==> config.mk <==
export PLATFORM = sky130hd
export DESIGN_NAME = isa_decode_mc
export DESIGN_NICKNAME = d
export VERILOG_FILES = /design/src/rtl/isa_decode_mc_pkg.sv /design/src/rtl/isa_trig_seq.sv /design/src/rtl/isa_decode_mc.sv
export SDC_FILE = /design/constraint.sdc
export NUM_CORES = 2
export LEC_CHECK = 0
export CORE_MARGIN = 5
export CORE_UTILIZATION = 25
export DETAILED_ROUTE_END_ITERATION = 12
export PLACE_DENSITY_LB_ADDON = 0.2
export SYNTH_ARGS = -nofsm -noshare
export SYNTH_HDL_FRONTEND = slang
export SYNTH_HIERARCHICAL = 1
export SYNTH_SLANG_ARGS = --single-unit
==> constraint.sdc <==
create_clock -name I_clk -period 5 [get_ports I_clk]
set_clock_uncertainty 0.1 [all_clocks]
set_input_delay 1.25 -clock I_clk [delete_from_list [all_inputs] [get_ports I_clk]]
set_output_delay 1.25 -clock I_clk [all_outputs]
set_load 0.005 [all_outputs]
==> src/rtl/isa_decode_mc_pkg.sv <==
// Shared constants and types for the ISA decoder with multi-channel trigger sequencers.
// Offsets are relative to the decoder's BASE_ADDR window.
package isa_decode_mc_pkg;

  localparam int TX_W = 64;

  localparam logic [31:0] OFF_TRIG   = 32'h0000_1000;
  localparam logic [31:0] OFF_STEP   = 32'h0000_1004;
  localparam logic [31:0] OFF_WCLR   = 32'h0000_1FFC;
  localparam logic [31:0] OFF_WADD   = 32'h0000_2000;
  localparam logic [31:0] OFF_FMR    = 32'h0000_4000;
  localparam logic [31:0] CH_STRIDE  = 32'h0000_0010;

  typedef enum logic [1:0] {
    ST_IDLE  = 2'd0,
    ST_PULSE = 2'd1,
    ST_GAP   = 2'd2
  } seq_state_e;

  // 32-bit add that clamps at all-ones instead of wrapping.
  function automatic logic [31:0] sat_add32(input logic [31:0] a, input logic [31:0] b);
    logic [32:0] sum;
    sum = {1'b0, a} + {1'b0, b};
    return sum[32] ? 32'hFFFF_FFFF : sum[31:0];
  endfunction

endpackage

==> src/rtl/isa_trig_seq.sv <==
// One trigger channel: emits count pulses spaced step idle cycles apart.
// A start request always aborts the current sequence and restarts it.
module isa_trig_seq
  import isa_decode_mc_pkg::*;
(
  input  logic        clk_i,
  input  logic        rst_i,
  input  logic        start_i,
  input  logic [31:0] count_i,
  input  logic        step_we_i,
  input  logic [31:0] step_i,
  output logic        trig_o,
  output seq_state_e  state_o
);

  seq_state_e  state_q;
  logic [31:0] rem_q;   // pulses left, including the one in progress
  logic [31:0] gap_q;   // idle cycles left in the current gap
  logic [31:0] step_q;
  logic        trig_q;

  // Sequencer FSM with registered pulse output; the gap length is latched on PULSE exit.
  always_ff @(posedge clk_i) begin
    if (rst_i) begin
      state_q <= ST_IDLE;
      rem_q   <= '0;
      gap_q   <= '0;
      step_q  <= '0;
      trig_q  <= 1'b0;
    end else begin
      if (step_we_i) step_q <= step_i;
      if (start_i) begin
        rem_q <= count_i;
        gap_q <= '0;
        if (count_i == '0) begin
          state_q <= ST_IDLE;
          trig_q  <= 1'b0;
        end else begin
          state_q <= ST_PULSE;
          trig_q  <= 1'b1;
        end
      end else begin
        case (state_q)
          ST_PULSE: begin
            if (rem_q <= 32'd1) begin
              rem_q   <= '0;
              state_q <= ST_IDLE;
              trig_q  <= 1'b0;
            end else begin
              rem_q <= rem_q - 32'd1;
              if (step_q != '0) begin
                gap_q   <= step_q;
                state_q <= ST_GAP;
                trig_q  <= 1'b0;
              end else begin
                state_q <= ST_PULSE;
                trig_q  <= 1'b1;
              end
            end
          end
          ST_GAP: begin
            if (gap_q <= 32'd1) begin
              gap_q   <= '0;
              state_q <= ST_PULSE;
              trig_q  <= 1'b1;
            end else begin
              gap_q <= gap_q - 32'd1;
            end
          end
          default: begin
            state_q <= ST_IDLE;
            trig_q  <= 1'b0;
          end
        endcase
      end
    end
  end

  assign trig_o  = trig_q;
  assign state_o = state_q;

endmodule

==> src/rtl/isa_decode_mc.sv <==
// Decodes instruction beats in an address window into trigger-channel control,
// a saturating wait accumulator and a first-word-fall-through tx FIFO.
// Optional statistics counters are built when ISA_DECODE_MC_STATS_EN is defined.
// Handshake: a beat/word transfers on a clock edge where valid && ready are both high;
// valid must not depend on ready, and ready here only reflects FIFO space.
module isa_decode_mc
  import isa_decode_mc_pkg::*;
#(
  parameter int          NUM_CH    = 4,
  parameter int          TX_DEPTH  = 4,
  parameter logic [31:0] BASE_ADDR = 32'h4000_0000
) (
  input  logic              I_clk,
  input  logic              I_rst,
  input  logic              I_isa_valid,
  output logic              O_isa_ready,
  input  logic [31:0]       I_isa_addr,
  input  logic [31:0]       I_isa_data,
  output logic [TX_W-1:0]   O_tx_data,
  output logic              O_tx_valid,
  input  logic              I_tx_ready,
  output logic [NUM_CH-1:0] O_trig,
  output logic [NUM_CH-1:0] O_trig_busy,
  output logic [31:0]       O_wait,
  output logic [31:0]       O_stat_decoded,
  output logic [15:0]       O_stat_unknown
);

  localparam int AW = $clog2(TX_DEPTH);

  logic [31:0]       off;
  logic              acc;
  logic [NUM_CH-1:0] trig_hit;
  logic [NUM_CH-1:0] step_hit;
  logic              wclr_hit, wadd_hit, fmr_hit;
  logic [31:0]       wait_q;

  logic [TX_W-1:0]   mem_q [TX_DEPTH];
  logic [AW-1:0]     wr_ptr_q, rd_ptr_q;
  logic [AW:0]       cnt_q;
  logic              fifo_full, push, pop;
  logic [TX_W-1:0]   push_word;

  assign off         = I_isa_addr - BASE_ADDR;
  assign fifo_full   = (cnt_q == (AW+1)'(TX_DEPTH));
  assign O_isa_ready = !fifo_full;
  assign acc         = I_isa_valid && O_isa_ready;

  assign wclr_hit = (off == OFF_WCLR);
  assign wadd_hit = (off == OFF_WADD);
  assign fmr_hit  = (off[31:12] == OFF_FMR[31:12]);

  genvar ch;
  generate
    for (ch = 0; ch < NUM_CH; ch++) begin : g_ch
      seq_state_e ch_state;
      assign trig_hit[ch] = (off == OFF_TRIG + 32'(ch) * CH_STRIDE);
      assign step_hit[ch] = (off == OFF_STEP + 32'(ch) * CH_STRIDE);
      isa_trig_seq u_seq (
        .clk_i     (I_clk),
        .rst_i     (I_rst),
        .start_i   (acc && trig_hit[ch]),
        .count_i   (I_isa_data),
        .step_we_i (acc && step_hit[ch]),
        .step_i    (I_isa_data),
        .trig_o    (O_trig[ch]),
        .state_o   (ch_state)
      );
      assign O_trig_busy[ch] = (ch_state != ST_IDLE);
    end
  endgenerate

  // Wait accumulator: clear wins only by address, the two ops are mutually exclusive.
  always_ff @(posedge I_clk) begin
    if (I_rst)                wait_q <= '0;
    else if (acc && wclr_hit) wait_q <= '0;
    else if (acc && wadd_hit) wait_q <= sat_add32(wait_q, I_isa_data);
  end
  assign O_wait = wait_q;

  // FMR snapshots the wait value before any update of this same beat.
  assign push      = acc && ((|trig_hit) || fmr_hit);
  assign pop       = O_tx_valid && I_tx_ready;
  assign push_word = (|trig_hit) ? {I_isa_addr, I_isa_data}
                                 : {I_isa_addr, I_isa_data[31:24], wait_q[23:0]};

  // FIFO pointers and occupancy; simultaneous push and pop leave the count unchanged.
  always_ff @(posedge I_clk) begin
    if (I_rst) begin
      wr_ptr_q <= '0;
      rd_ptr_q <= '0;
      cnt_q    <= '0;
    end else begin
      if (push) wr_ptr_q <= wr_ptr_q + 1'b1;
      if (pop)  rd_ptr_q <= rd_ptr_q + 1'b1;
      case ({push, pop})
        2'b10:   cnt_q <= cnt_q + 1'b1;
        2'b01:   cnt_q <= cnt_q - 1'b1;
        default: cnt_q <= cnt_q;
      endcase
    end
  end

  // FIFO storage; contents are don't-care until written, the head is masked when empty.
  always_ff @(posedge I_clk) begin
    if (push) mem_q[wr_ptr_q] <= push_word;
  end

  assign O_tx_valid = (cnt_q != '0);
  assign O_tx_data  = O_tx_valid ? mem_q[rd_ptr_q] : '0;

`ifdef ISA_DECODE_MC_STATS_EN
  logic        mapped;
  logic [31:0] stat_dec_q;
  logic [15:0] stat_unk_q;

  assign mapped = (|trig_hit) || (|step_hit) || wclr_hit || wadd_hit || fmr_hit;

  // Saturating counters of accepted mapped and unmapped beats.
  always_ff @(posedge I_clk) begin
    if (I_rst) begin
      stat_dec_q <= '0;
      stat_unk_q <= '0;
    end else if (acc) begin
      if (mapped && stat_dec_q != 32'hFFFF_FFFF) stat_dec_q <= stat_dec_q + 32'd1;
      if (!mapped && stat_unk_q != 16'hFFFF)     stat_unk_q <= stat_unk_q + 16'd1;
    end
  end
  assign O_stat_decoded = stat_dec_q;
  assign O_stat_unknown = stat_unk_q;
`else
  assign O_stat_decoded = '0;
  assign O_stat_unknown = '0;
`endif

endmodule

Word level (Yosys, flattened, before mapping)
Memories as Yosys holds them, arrays and structs flattened. A register that Yosys moved wholly into a read port is not among the register bits.
Index checks and enable logic that the tools add are counted.
{"block": "word_totals", "regBits": 435, "ramBits": 256, "inputBits": 68, "out_inout_bits": 154, "elab_cells": 203, "n_memories": 1}
{"block": "classes", "addsub": 14, "magnitude_cmp": 8, "eq_ne": 34, "muxes": 78, "n_reduce_logical": 44}
{"name": "mem_q", "words": 4, "width": 64, "read_ports": 1, "rd_clocked_by_memory_dff": 1, "write_ports": 1, "line": "isa_decode_mc.sv:38", "text": "logic [TX_W-1:0] mem_q [TX_DEPTH];"}
{"cell": "$mux W32", "count": 25}
{"cell": "$eq A32 B13 Y1 const B", "count": 9}
{"cell": "$le A32 B1 Y1 const B", "count": 8}
{"cell": "$pmux W32 S2", "count": 4}
{"cell": "$sub A32 B1 Y32 const B", "count": 8}
{"cell": "$reduce_bool A32 Y1", "count": 4}
{"cell": "$mux W64", "count": 1}
{"cell": "$mux W2", "count": 18}
{"cell": "$add A32 B32 Y33", "count": 1}
{"cell": "$eq A32 B14 Y1 const B", "count": 1}
{"cell": "$logic_not A32 Y1", "count": 1}
{"cell": "$sub A32 B31 Y32 const B", "count": 1}
{"cell": "$reduce_bool A2 Y1", "count": 13}
{"cell": "$mux W24", "count": 1}
{"cell": "$eq A20 B3 Y1 const B", "count": 1}
{"cell": "$mux W1", "count": 20}
{"cell": "$pmux W2 S2", "count": 4}
{"cell": "$logic_and A1 B1 Y1", "count": 13}
{"cell": "$ne A3 B1 Y1 const B", "count": 4}
{"cell": "$reduce_and A3 Y1", "count": 4}
{"cell": "$eq A2 B1 Y1 const B", "count": 5}
{"cell": "$eq A2 B2 Y1 const B", "count": 5}
{"cell": "$reduce_or A2 Y1", "count": 5}
{"cell": "$ne A2 B1 Y1 const B", "count": 4}
{"cell": "11 further kinds", "count": 18}

Longest topological paths before layout
{"block": "depth", "ltp_word": 7, "ltp_mapped": 13, "ltp_nobuf": 13}

Hierarchy
Netlist, hierarchy kept.
{"module": "isa_trig_seq at g_ch[1].u_seq ...", "n_inst": 3, "cells_per_inst": 702, "area_each_um2": 5599.1, "seq_area_each_um2": 1961.9}
{"module": "isa_decode_mc", "n_inst": 1, "cells_per_inst": 904, "area_each_um2": 13634.3, "seq_area_each_um2": 8508.2}
{"module": "isa_trig_seq at g_ch[0].u_seq", "n_inst": 1, "cells_per_inst": 727, "area_each_um2": 5694.2, "seq_area_each_um2": 1961.9}

Least setup slack after synthesis
OpenSTA, ideal clock, no wires.
{"block": "synth_path", "path_type": "input to register", "start": "input port I_isa_addr[9]", "end": "memory mem_q[0][0], enable pin", "arrival_time_ps": 4343, "required_ps": 4471, "path_slack_ps": 128, "stages": 7, "cell_sequence": "or4_1 nor3_2 nand2_1 nor3_4 nor2_1 nor2_4 and2_1"}
{"block": "synth_via", "elab_chain_len": 7}
{"element": "from (decl)", "line": "isa_decode_mc.sv:17", "text": "input logic [31:0] I_isa_addr,"}
{"element": "$sub A32 B31 Y32 (*)", "line": "isa_decode_mc.sv:44", "text": "assign off = I_isa_addr - BASE_ADDR;"}
{"element": "$eq A32 B13 Y1", "line": "isa_decode_mc.sv:57", "text": "assign trig_hit[ch] = (off == OFF_TRIG + 32'(ch) * CH_STRIDE);"}
{"element": "$reduce_or A4 Y1", "line": "isa_decode_mc.sv:82", "text": "assign push = acc && ((|trig_hit) || fmr_hit);"}
{"element": "$logic_or A1 B1 Y1 (*)", "line": "isa_decode_mc.sv:82"}
{"element": "$logic_and A1 B1 Y1 (*)", "line": "isa_decode_mc.sv:82"}
{"element": "$mux W1 (*)", "line": "isa_decode_mc.sv:106", "text": "if (push) mem_q[wr_ptr_q] <= push_word;"}
{"element": "$mux W1 (implied by the code) (*)", "line": "isa_decode_mc.sv:106"}
{"element": "to (decl)", "line": "isa_decode_mc.sv:38"}
Mark *: on every way between the ends. The rest lies on a longest branch, timed or not.

Worst setup path in the final report
{"block": "layout_path", "start": "input port I_isa_addr[26]", "end": "register g_ch[0].u_seq.rem_q[4]"}
{"block": "layout_via", "elab_chain_len": 4}
{"element": "$sub A32 B31 Y32 (*)", "line": "isa_decode_mc.sv:44"}
{"element": "$eq A32 B13 Y1 (*)", "line": "isa_decode_mc.sv:57"}
{"element": "$logic_and A1 B1 Y1 (*)", "line": "isa_decode_mc.sv:62", "text": ".start_i (acc && trig_hit[ch]),"}
{"element": "$mux W32 or $reduce_bool A2 Y1 (tied branches)"}
{"element": "to (signal assigned)", "line": "isa_trig_seq.sv:33", "text": "rem_q <= count_i;"}
{"element": "to (signal assigned)", "line": "isa_trig_seq.sv:50", "text": "rem_q <= rem_q - 32'd1;"}
{"element": "to (decl)", "line": "isa_trig_seq.sv:17", "text": "logic [31:0] rem_q;"}
Marked as above.
A chain may end at the register's enable or synchronous reset.

==> summary.md <==
| Metric | Value |
|---|---|
| Status | finished, final reports clean |
| XOR/XNOR share of the synthesized area | 2.98% |
| Final Hold Violating Endpoints | 0 |
| Vias in the first global route | 29,300 |
| Hold Crit Depth | 2 |
| Number of I/O port buffers | 173 |
| Root Driver | clkbuf_16 |
| Skew-Pair Late Insertion Delay | 690 ps |
| Synth cell types | 95 |
| Fmax | 0.223 GHz |
| CTS sink count | 689 |
| Main combinational cell family by area after synthesis | simple AND/OR/NAND/NOR gates |
| Seq/Total Area, Yosys | 45.3% |
| Number of synthesized flops with an enable pin | 256 |
| Area of placed instances | 0.0407 mm^2 |
| Worst VDD drop | 0.227 mV |
| Clk buf depth | 3 |
| Sequential power share | 44.3% |
| Hold_sp | g_ch[0].u_seq/gap_q[20] |
| Critical path data arrival time | 4950 ps |
| Tot GR Track Use | 16.8% |
| Most frequent cell after synthesis | dfxtp_1 |
| Resize count post-CTS | 0 |
| Synth area leaders | dfxtp_1 24%, edfxtp_1 21%, nor2_1 4.2%, mux4_2 4.0%, a21oi_1 3.9% |
| Number of hold buffers added after CTS | 0 |
| Final core utilization | 30.5% |
| Critical path startpoint category | input pin |
| ANT nets after route | 0 |
| Post-synth top cells | 433 x dfxtp_1, 405 x nor2_1, 283 x a21oi_1 |
| Yosys top cell area share | 24.0% |
| Pre-CTS setup slack | -117 ps |
| Fin. max-slew vios | 0 |
| Via count | 30,300 |
| Leakage | 15.3 nW |
| H-tree depth | 3 |
| Tcrit/Tclk final | 89.6% |
| Worst r2r dst | g_ch[3].u_seq/gap_q[7] |
| PD cells | 298 mW/mm^2 |
| Fillers | 15,000 |
| Final setup vio count | 0 |
| Area of the die | 0.152 mm^2 |
| Slew headroom | 11.1% |
| Synth Register Bits | 689 |
| Total CTS buffers | 84 |
| Core ar. | 0.144 mm^2 |
| Placed insts | 5,758 |
| CTS tree | done |
| Mean post-synth cell area | 9.67 um^2 |
| Post-Synth Adder-Cell Area | 2.22% |
| Worst setup margin | 521 ps |
| Net Sw Power | 3.04 mW |
| Rows | 139 |
| Die height | 390 um |
| Req. time, crit path | 5470 ps |
| Post-route cell area | 0.0438 mm^2 |
| Drt drc | 0 |
| Syn Inst Count | 3,737 |
| Crit path capture type | register |
| Maxcap violations | 0 |
| Post-Layout Cell Count | 5,916 |
| Int Power | 10.0 mW |
| Synth-to-layout area growth | 21.3% |
| First drt pass iteration count | 5 |
| Ys flop type | dfxtp_1 |
| Hold Path Sink | g_ch[0].u_seq/gap_q[20] |
| Worst Tran Pin Value | 1330 ps |
| Clk pwr share | 52.1% |
| Synth async-reset ratio | 0% |
| Reg-to-Reg Start | g_ch[3].u_seq/rem_q[20] |
| DR iter-0 viols | 2,325 |
| Total Power | 13.1 mW |
| Wire length per cell | 22.5 um |
| Post-DP HPWL | 87.8 mm |
| Critical path type | in -> reg |
| CP Max Fanout | 6 |
| Initial Utilization | 25.1% |
| Min Clock Period, post-route | 4480 ps |
| Share of layout cells above drive strength 1 | 13.1% |
| Complex-gate fraction of the synthesized area | 15.1% |
| RSZ-0062 raised after global routing | no |
| Vias/cell | 5.12 |
| Reg2reg path depth | 6 |
| Chip Width | 390 um |
| Synth Area in Simple Gates | 21.3% |
| Largest net degree at the start of global routing | 69 |
| Ports | 222 |
| Flop2flop setup slack | 1490 ps |
| WHS | 360 ps |
| Area of the mapped netlist | 0.0361 mm^2 |
| Wire length of the first global-routing pass | 197 mm |
| Total congestion overflow | 0 |
| Combinational share of power | 3.6% |
| Post-synthesis mux area share | 8.40% |
| Sw Share | 23.2% |
| GP Congestion | 0.813 |
| Reg clk slew, reported paths | 60 ps |
| Post-CTS Setup Inserts | 0 |
| Yosys top cell by area | dfxtp_1 |
| Antenna violations before repair | 3 |
| Tightest Hold Check Type | reg -> reg |
| Setup TNS Final | 0 ps |
| Nets | 4,072 |
| Synth warn | 6 |
| Routed Wire Length | 133 mm |
## power by group through the flow
stage / clock network [mW] / logic [mW] / registers [mW]
3_5_place_dp: 0 / 0.472 / 5.92
3_3_place_gp: 0 / 0.475 / 5.92
6_report: 6.81 / 0.476 / 5.80
2_1_floorplan: 0 / 0.149 / 5.92
5_1_grt: 7.23 / 0.492 / 5.79
4_1_cts: 6.98 / 0.473 / 5.79
## how the worst max path moves through the flow
stage                         startpoint                       to  cells past startpoint
after floorplan            I_isa_addr[9]              mem_q[0][0]                      7
after global placement    I_isa_addr[26]   g_ch[0].u_seq/rem_q[4]                     13
after detailed placement  I_isa_addr[26]   g_ch[0].u_seq/rem_q[4]                     13
after CTS                       register            O_tx_data[15]                      4
after global routing      I_isa_addr[26]  g_ch[0].u_seq/rem_q[15]                     12
final                     I_isa_addr[26]   g_ch[0].u_seq/rem_q[4]                     13
## critical path, cell delays in order
cell and delay [ps]:
clkdlybuf4s50_1 470, nor4_1 530, nand4_1 290, buf_4 240, or3_1 540, nor4_2 210, buf_4 160, nor2_2 80
buf_4 160, or4_1 410, xor2_1 150, or3_1 310, a21oi_1 140
## routing by layer
layer  up-vias  share of wire [%]  global-route usage [%]
li1      14300                  -                       -
met4         0                3.1                    5.48
met1     15000                 45                    22.8
met2       808                 46                    27.0
met5         -                  0                       0
met3       180                5.9                    3.39
## cell type report
class                           instances  area [um^2]  share of cell area [%]
Tap cell                             1903         2380                    5.43
Timing Repair Buffer                  336         3260                    7.44
Antenna cell                            1         2.50                 0.00571
Clock buffer                          118         2400                    5.48
Sequential cell                       689        16400                    37.3
Inverter                               86          324                   0.740
Multi-Input combinational cell       2744        18400                    42.0
Clock inverter                         39          699                    1.60
## cell usage in the layout (no fill, tap or decap), types with 24 or more instances in the layout
master             n
or3_1             65
nor2b_1           45
a22oi_1           26
and2_1            68
a31oi_1           27
nand3_1           61
clkbuf_16         85
buf_12            24
a21oi_1          283
ha_1              61
conb_1            48
xor2_1            78
nor2_1           399
buf_4            139
clkdlybuf4s50_1  172
nor3_1           157
o32ai_1           38
nor4_1           165
nor3b_1           32
mux2i_1          132
mux4_2            64
o31ai_1           30
nand2_1          231
a221oi_1          43
inv_1             85
mux2_2            24
xnor2_1           45
nand4_1           48
edfxtp_1         256
o21ai_1           27
o21ai_0          178
dfxtp_1          431
## cells by family after synthesis
kind of cell             after synthesis
AND/OR/NAND/NOR                     1453
buffers and inverters                351
multiplexers                         220
adder cells (fa/ha/maj)               63
flip-flops                           689
AO/OA/AOI/OAI                        837
XOR/XNOR                             123
other                                  1
## sequential cells by signal, summed over array words and instances, names as in the netlist, named ones only
name	flops
g_ch.u_seq/state_o	8
g_ch.u_seq/step_q	128
g_ch.u_seq/rem_q	128
rd_ptr_q	2
mem_q	256
wr_ptr_q	2
cnt_q	3
O_wait	32
g_ch.u_seq/gap_q	128
No activity file was read; power rests on OpenSTA's default activity.
